--- config.mk ---
export PLATFORM = sky130hd
export DESIGN_NAME = mc_ctrl
export DESIGN_NICKNAME = d
export VERILOG_FILES = /design/src/rtl/mc_ctrl_pkg.sv /design/src/rtl/mc_decode.sv /design/src/rtl/mc_ctrl.sv
export SDC_FILE = /design/constraint.sdc
export NUM_CORES = 1
export LEC_CHECK = 0
export CAP_MARGIN = 20
export CORE_ASPECT_RATIO = 0.9
export CORE_MARGIN = 2
export CORE_UTILIZATION = 45
export DETAILED_ROUTE_END_ITERATION = 8
export GPL_TIMING_DRIVEN = 0
export PLACE_DENSITY = 0.77
export SLEW_MARGIN = 40
export SYNTH_ARGS = -nofsm -noshare
export SYNTH_HDL_FRONTEND = slang
export SYNTH_HIERARCHICAL = 1
export SYNTH_SLANG_ARGS = --single-unit
--- constraint.sdc ---
create_clock -name clk -period 2.25 [get_ports clk]
set_input_delay 0.225 -clock clk [delete_from_list [all_inputs] [get_ports clk]]
set_output_delay 0.225 -clock clk [all_outputs]
set_load 0.01 [all_outputs]
--- src/rtl/mc_ctrl_pkg.sv ---
// Shared encodings for the multi-cycle MIPS controller and the datapath blocks
// it steers (EXT, ALU, NPC, GRF write-port muxes).
package mc_ctrl_pkg;

    typedef enum logic [3:0] {
        S_FETCH  = 4'd0,
        S_DECODE = 4'd1,
        S_MA     = 4'd2,
        S_MR     = 4'd3,
        S_MWB    = 4'd4,
        S_MW     = 4'd5,
        S_EXE    = 4'd6,
        S_RWB    = 4'd7,
        S_BR     = 4'd8,
        S_JMP    = 4'd9
    } state_t;

    localparam logic [5:0] OP_RTYPE = 6'b000000;
    localparam logic [5:0] OP_ORI   = 6'b001101;
    localparam logic [5:0] OP_ADDIU = 6'b001001;
    localparam logic [5:0] OP_LUI   = 6'b001111;
    localparam logic [5:0] OP_LW    = 6'b100011;
    localparam logic [5:0] OP_SW    = 6'b101011;
    localparam logic [5:0] OP_BEQ   = 6'b000100;
    localparam logic [5:0] OP_J     = 6'b000010;
    localparam logic [5:0] OP_JAL   = 6'b000011;

    localparam logic [5:0] FN_ADDU  = 6'b100001;
    localparam logic [5:0] FN_SUBU  = 6'b100011;
    localparam logic [5:0] FN_JR    = 6'b001000;

    localparam logic [1:0] EXT_ZERO = 2'b00;
    localparam logic [1:0] EXT_SIGN = 2'b01;
    localparam logic [1:0] EXT_LUI  = 2'b10;

    localparam logic [2:0] ALU_ADD  = 3'b000;
    localparam logic [2:0] ALU_SUB  = 3'b001;
    localparam logic [2:0] ALU_OR   = 3'b010;

    localparam logic [1:0] DST_RT   = 2'b00;
    localparam logic [1:0] DST_RD   = 2'b01;
    localparam logic [1:0] DST_RA   = 2'b10;

    localparam logic [1:0] M2R_ALU  = 2'b00;
    localparam logic [1:0] M2R_DM   = 2'b01;
    localparam logic [1:0] M2R_PC   = 2'b10;

    localparam logic [1:0] NPC_PC4  = 2'b00;
    localparam logic [1:0] NPC_BR   = 2'b01;
    localparam logic [1:0] NPC_J    = 2'b10;
    localparam logic [1:0] NPC_RS   = 2'b11;

    // One-hot instruction class; all-zero means unsupported.
    typedef struct packed {
        logic addu;
        logic subu;
        logic jr;
        logic ori;
        logic addiu;
        logic lui;
        logic lw;
        logic sw;
        logic beq;
        logic j;
        logic jal;
    } instr_cls_t;

endpackage

--- src/rtl/mc_decode.sv ---
// Combinational opcode/funct decoder: one-hot instruction class plus an
// unsupported-instruction flag.
module mc_decode
    import mc_ctrl_pkg::*;
(
    input  logic [5:0] op,
    input  logic [5:0] funct,
    output instr_cls_t cls,
    output logic       illegal
);

    always_comb begin
        cls = '0;
        case (op)
            OP_RTYPE: begin
                case (funct)
                    FN_ADDU: cls.addu = 1'b1;
                    FN_SUBU: cls.subu = 1'b1;
                    FN_JR:   cls.jr   = 1'b1;
                    default: ;
                endcase
            end
            OP_ORI:   cls.ori   = 1'b1;
            OP_ADDIU: cls.addiu = 1'b1;
            OP_LUI:   cls.lui   = 1'b1;
            OP_LW:    cls.lw    = 1'b1;
            OP_SW:    cls.sw    = 1'b1;
            OP_BEQ:   cls.beq   = 1'b1;
            OP_J:     cls.j     = 1'b1;
            OP_JAL:   cls.jal   = 1'b1;
            default:  ;
        endcase
    end

    assign illegal = ~|cls;

endmodule

--- src/rtl/mc_ctrl.sv ---
// Multi-cycle MIPS control unit: Moore FSM sequencing the shared datapath,
// with per-state decode of op/funct into datapath enables and selects.
module mc_ctrl
    import mc_ctrl_pkg::*;
#(
    parameter int CNT_W = 32
) (
    input  logic             clk,
    input  logic             reset,
    input  logic [5:0]       op,
    input  logic [5:0]       funct,
    input  logic             zero,
    output logic             PCWr,
    output logic             IRWr,
    output logic             RegWr,
    output logic             MemWr,
    output logic [1:0]       EXTop,
    output logic [2:0]       ALUop,
    output logic             ALUSrc,
    output logic [1:0]       RegDst,
    output logic [1:0]       MemtoReg,
    output logic [1:0]       NPCop,
    output logic             illegal,
    output logic [CNT_W-1:0] instr_cnt,
    output logic [3:0]       state
);

    state_t           state_reg, state_next;
    logic [CNT_W-1:0] cnt_reg;
    instr_cls_t       cls;
    logic             dec_illegal;
    logic             retire;

    logic       pc_wr, ir_wr, reg_wr, mem_wr, alu_src, ill;
    logic [1:0] ext_op, reg_dst, mem_to_reg, npc_op;
    logic [2:0] alu_op;

    mc_decode u_decode (
        .op      (op),
        .funct   (funct),
        .cls     (cls),
        .illegal (dec_illegal)
    );

    assign retire = (state_reg == S_MWB) || (state_reg == S_MW) || (state_reg == S_RWB) ||
                    (state_reg == S_BR)  || (state_reg == S_JMP);

    always_ff @(posedge clk or negedge reset) begin
        if (!reset) begin
            state_reg <= S_FETCH;
            cnt_reg   <= '0;
        end else begin
            state_reg <= state_next;
            if (retire)
                cnt_reg <= cnt_reg + CNT_W'(1);
        end
    end

    always_comb begin
        state_next = S_FETCH;
        case (state_reg)
            S_FETCH:  state_next = S_DECODE;
            S_DECODE: begin
                if (cls.lw || cls.sw)
                    state_next = S_MA;
                else if (cls.addu || cls.subu || cls.ori || cls.addiu || cls.lui)
                    state_next = S_EXE;
                else if (cls.beq)
                    state_next = S_BR;
                else if (cls.j || cls.jal || cls.jr)
                    state_next = S_JMP;
                else
                    state_next = S_FETCH;
            end
            S_MA:     state_next = cls.lw ? S_MR : S_MW;
            S_MR:     state_next = S_MWB;
            S_EXE:    state_next = S_RWB;
            default:  state_next = S_FETCH;
        endcase
    end

    always_comb begin
        pc_wr      = 1'b0;
        ir_wr      = 1'b0;
        reg_wr     = 1'b0;
        mem_wr     = 1'b0;
        ext_op     = EXT_ZERO;
        alu_op     = ALU_ADD;
        alu_src    = 1'b0;
        reg_dst    = DST_RT;
        mem_to_reg = M2R_ALU;
        npc_op     = NPC_PC4;
        ill        = 1'b0;
        case (state_reg)
            S_FETCH: begin
                pc_wr = 1'b1;
                ir_wr = 1'b1;
            end
            S_DECODE: begin
                ext_op = EXT_SIGN;
                ill    = dec_illegal;
            end
            S_MA, S_MW: begin
                alu_src = 1'b1;
                ext_op  = EXT_SIGN;
                mem_wr  = (state_reg == S_MW);
            end
            S_MWB: begin
                reg_wr     = 1'b1;
                mem_to_reg = M2R_DM;
            end
            S_EXE, S_RWB: begin
                // ALU operands stay steered through writeback so the result is stable.
                reg_wr = (state_reg == S_RWB);
                if (cls.addu) begin
                    reg_dst = DST_RD;
                end else if (cls.subu) begin
                    alu_op  = ALU_SUB;
                    reg_dst = DST_RD;
                end else if (cls.ori) begin
                    alu_op  = ALU_OR;
                    alu_src = 1'b1;
                end else if (cls.addiu) begin
                    alu_src = 1'b1;
                    ext_op  = EXT_SIGN;
                end else if (cls.lui) begin
                    alu_op  = ALU_OR;
                    alu_src = 1'b1;
                    ext_op  = EXT_LUI;
                end
            end
            S_BR: begin
                alu_op = ALU_SUB;
                ext_op = EXT_SIGN;
                npc_op = NPC_BR;
                pc_wr  = zero;
            end
            S_JMP: begin
                pc_wr = 1'b1;
                if (cls.jr) begin
                    npc_op = NPC_RS;
                end else begin
                    npc_op = NPC_J;
                    if (cls.jal) begin
                        reg_wr     = 1'b1;
                        reg_dst    = DST_RA;
                        mem_to_reg = M2R_PC;
                    end
                end
            end
            default: ;
        endcase
    end

    // Gate with reset so nothing can assert while reset is held, even combinationally.
    assign PCWr     = reset & pc_wr;
    assign IRWr     = reset & ir_wr;
    assign RegWr    = reset & reg_wr;
    assign MemWr    = reset & mem_wr;
    assign ALUSrc   = reset & alu_src;
    assign illegal  = reset & ill;
    assign EXTop    = reset ? ext_op     : 2'b00;
    assign ALUop    = reset ? alu_op     : 3'b000;
    assign RegDst   = reset ? reg_dst    : 2'b00;
    assign MemtoReg = reset ? mem_to_reg : 2'b00;
    assign NPCop    = reset ? npc_op     : 2'b00;
    assign instr_cnt = cnt_reg;
    assign state     = state_reg;

endmodule
Yosys cells after proc, flatten, opt, wreduce, memory -nomap -nowiden:

Cells that the tools add are included.

* $add $sub $neg: 1
* equality and inequality tests: 20
* muxes and demuxes: 56
* bitwise gates (word level): 6
* reduce and logical (&&, ||, !) cells: 19

Operators by type and width (number)
* $add 32x1->32 const B: 1
* $mux 2: 16
* $eq 6x4->1 const B: 4
* $eq 6x6->1 const B: 4
* $mux 1: 24
* $pmux 2 s2: 5
* $pmux 4 s5: 1
* $eq 4x3->1 const B: 4
* $mux 4: 4
* $eq 6x2->1 const B: 2
* $logic_or 1x1->1: 11
* $reduce_or 11->1: 1
* $mux 3: 3
* $eq 4x2->1 const B: 2
* $eq 4x4->1 const B: 2
* $and 1x1->1: 6
* $eq 6x3->1 const B: 1
* $logic_not 6->1: 1
* $reduce_or 2->1: 3
* $eq 4x1->1 const B: 1
* $logic_not 4->1: 1
* $pmux 1 s2: 2
* $reduce_or 4->1: 1
* $pmux 1 s3: 1
* $logic_not 1->1: 1

* bits in registers: 36
* input bits: 15
* output and inout bits: 53
* word-level logic and storage cells: 104

Longest topological paths before layout:

* depth in word-level cells: 10
* gate-level depth with buffers: 9
* mapped depth without buffers: 8

By module:

Netlist, hierarchy kept.

Modules (own cells, without submodules)
* mc_ctrl: times used 1, cells each 206, area each 2010.7 µm², seq. area each 900.9 µm²
* mc_decode: times used 1, cells each 34, area each 227.7 µm², seq. area each 0.0 µm²

Least setup slack after synthesis:

No wires, ideal clock.

* kind: input-to-output
* start point: input op[4]
* end point: output NPCop[0]
* arrival: 1840 ps
* data required time: 2025 ps
* setup slack: 185 ps
* cell stages on the path: 6
* buffers on the path: 1
* cell sequence: or2_2 -> buf_6 -> nor4_4 -> nor2b_1 -> inv_1 -> a2111oi_0

RTL lines
* start, declared: RTL line mc_ctrl.sv:10 `input logic [5:0] op,`
* end, declared: RTL line mc_ctrl.sv:22 `output logic [1:0] NPCop,`

==> results.toml <==
[outcome]
status = "finished, final reports clean"

[clock_tree]
cts_buffer_depth = 2
numCtsBuffers = 5
cts.sinks = 36
clk_pin_slew_ns = 0.07
insertion_delay_ns = 0.29
tritoncts = "yes"
htreeDepth = 2
cts_root_buf = "clkbuf_8"

[setup_path]
slowest_delay_ns = 0.35
reg2reg_depth = 5
crit_cells = 8
cp-end-kind = "output port"
path_class = "in -> out"
required_ns = 2.03
crit_slowest_cell = "a2111oi_2"
critPathLaunchType = "input pin"
crit_chain = "clkdlybuf4s15_1, or2_4, nor4_4, buf_4, nor2b_4, inv_2, a2111oi_2, buf_2"
path_delay_family = "simple AND/OR/NAND/NOR gates"
critPathBufInv = 4
arrival_ns = 1.96
critPathMaxFanout = 4

[die]
die_width_um = 78.3
die-area_sq_um = 5560
io_pins = 68
core.rowCount = 24
initial_core_util_pct = 46.6
coreArea_sq_um = 4800
die_y_um = 70.9

[sta]
fin_skew_ns = 0.00529
worst_pin_slew_ns = 0.660
fmax_ghz = 0.457
fin_crit_ns = 2.19
hold_viol_final = 0
slew_headroom_pct = 55.6
setup_violations = 0
drv_slew = 0
finalCritPeriodShare_pct = 97.2
rsz0062_at_grt = "true"

[final_layout]
multi_input_area_sq_um = 1340
nNetsFinal = 337
largest_register_ffs = 32
syn_to_final_growth_pct = 42.8
final_layout_size_suffix_gt1_share_pct = 18.6
antenna_cells = 0
ff_latch_area_sq_um = 902
fillers = 401
final_cell_area_sq_um = 3200

[routing]
drtIter0Drc = 98
wl_um = 5900
vias_per_cell = 5.65
post_drt_wl_per_cell_um = 15.3
via_count = 2188
drc = 0
first_pass_iters = 4
antenna_left = 0

[grt]
grt-ovfl-total = 0
grt_pass1_wl_um = 9340
grt_usage_pct = 21.1
grt_max_degree = 37
antenna_found_initial = 0
grt_pass1_vias = 1991

[synth]
ys_seq_area_share_pct = 40.2
netlist_instances = 240
syn_area_sq_um = 2240
syn_nets = 256
yosys_warnings = 6
synth-xor-area-share_pct = 12.9
ys_ff_latch = 36
ys.flop_type = "dfrtp_1"
synth_top_family_by_area = "simple AND/OR/NAND/NOR gates"
yosysUniqueCellTypes = 48
syn_avg_cell_area_sq_um = 9.33
yosys.area_share.adder_pct = 0.559
synth-compound-area-share_pct = 7.88
async_flop_share_pct = 100
synth_simple_gate_area_share_pct = 32.8
muxShareOfSynthArea_pct = 1.40
synth_edf_count = 0

[placed_design]
place_hpwl_um = 4210
io_buffer_count = 66
placed_cell_area_sq_um = 2980
routabilityCongestion = 0.958

[pwr]
p_leak_nw = 1.33
finalPower_mw = 1.77
ir_drop_mv = 0.560
powerDensity_nw_per_um2 = 555

[job]
maxCapViolations = 0

[worst_hold_path]
hold_path.class = "in -> reg"
hold_path_depth = 5
worst paths after layout:
path,slack (ns),endpoint,start
min in group asynchronous,0.50,instr_cnt[5],reset
max,0.06,NPCop[0],op[4]
min,0.43,state[3],op[0]
max reg2reg,0.33,instr_cnt[30],instr_cnt[3]
min reg2reg,0.47,instr_cnt[31],instr_cnt[31]
max in group asynchronous,1.55,state[3],reset
kinds of logic after synthesis:
logic type               after synthesis
buffers and inverters                 20
AO/OA/AOI/OAI                         22
adder cells (fa/ha/maj)                1
AND/OR/NAND/NOR                      124
other                                  1
multiplexers                           3
XOR/XNOR                              33
flip-flops                            36
layer usage:
metal  global-route usage, %  part of all wire [%]
met5                       0                     0
met4                    5.26                  0.90
met2                    34.3                    48
met1                    29.7                    45
met3                    3.70                   5.2
what timing repair did:
action / in CTS / in global routing
pin swaps: 6 / 7
endpoints found under the hold margin: 36 / 0
buffers inserted: 4 / 3
endpoints found under the setup margin: 15 / 9
hold buffers: 2 / 0
gates resized for setup: 58 / 13
synthesized netlist by cell type, drive strengths merged, types with 5 or more instances:
cell type | instances | area share, %
dfrtp | 36 | 40
xnor2 | 26 | 10
nand2 | 17 | 2.9
nand4 | 17 | 5.0
nor3 | 17 | 4.0
nor2 | 14 | 2.3
nor4 | 13 | 5.4
inv | 12 | 2.0
nand3 | 11 | 2.5
and3 | 10 | 2.8
xor2 | 7 | 2.7
nand2b | 6 | 1.7
buf | 5 | 1.5
power breakdown:
part	total [mW]	internal [mW]	switching [mW]
sequential	0.764	0.695	0.0686
clock	0.476	0.250	0.227
combinational	0.534	0.250	0.284
metrics by stage:
stage / hold WS, ns / utilization, % / TNS (ns) / cells / worst slack (ns)
3_5_place_dp: 0.230 / 62.0 / -6.54 / 371 / -0.859
5_1_grt: 0.448 / 66.5 / -0.0120 / 387 / -0.0120
6_report: 0.426 / 66.5 / 0 / 387 / 0.0631
2_1_floorplan: -0.0706 / - / 0 / 240 / 0.185
3_3_place_gp: 0.456 / 62.0 / -19.44 / 371 / -1.45
4_1_cts: 0.414 / 65.4 / 0 / 384 / 0.000560
worst register-to-register path, stage by stage (launching register included):
cell and delay, ns:
dfrtp_1 0.45, nand4_1 0.25, nor3_2 0.52, buf_2 0.31, nand4_1 0.13, xnor2_1 0.15
layout make-up:
type                       count  area share (%)
multi-input combinational    184            41.9
sequential                    36            28.2
timing repair buffer          75            21.9
clock buffer                   8            2.82
tap                           65            2.55
inverter                      12            1.41
buffer                         7            1.25
cell usage in the layout, fill, tap and decap left out, types with 2 or more instances in the layout:
cell              n
dlygate4sd2_1     9
clkdlybuf4s15_1   2
nand4_1          16
nand2_1          17
a211oi_2          2
clkbuf_1          2
o21ai_0           2
or2_1             2
nor2_4            2
nor3_2            3
buf_2             8
dfrtp_1          35
or3_1             2
a21oi_1           4
nor3_1           14
and2_1            3
and4_1            2
clkdlybuf4s50_1  46
o32ai_1           2
and3_1            9
inv_2             2
nor4_1            5
o31ai_1           2
mux2i_1           2
clkbuf_2          3
or3_4             2
nor2b_1           2
nor2_1           12
inv_1            10
nand2b_1          6
nand3_1          11
buf_4            10
xnor2_1          26
nor4_2            6
xor2_1            7
clkbuf_8          6
nor4_4            2
Power figures use the tool's default switching activity.
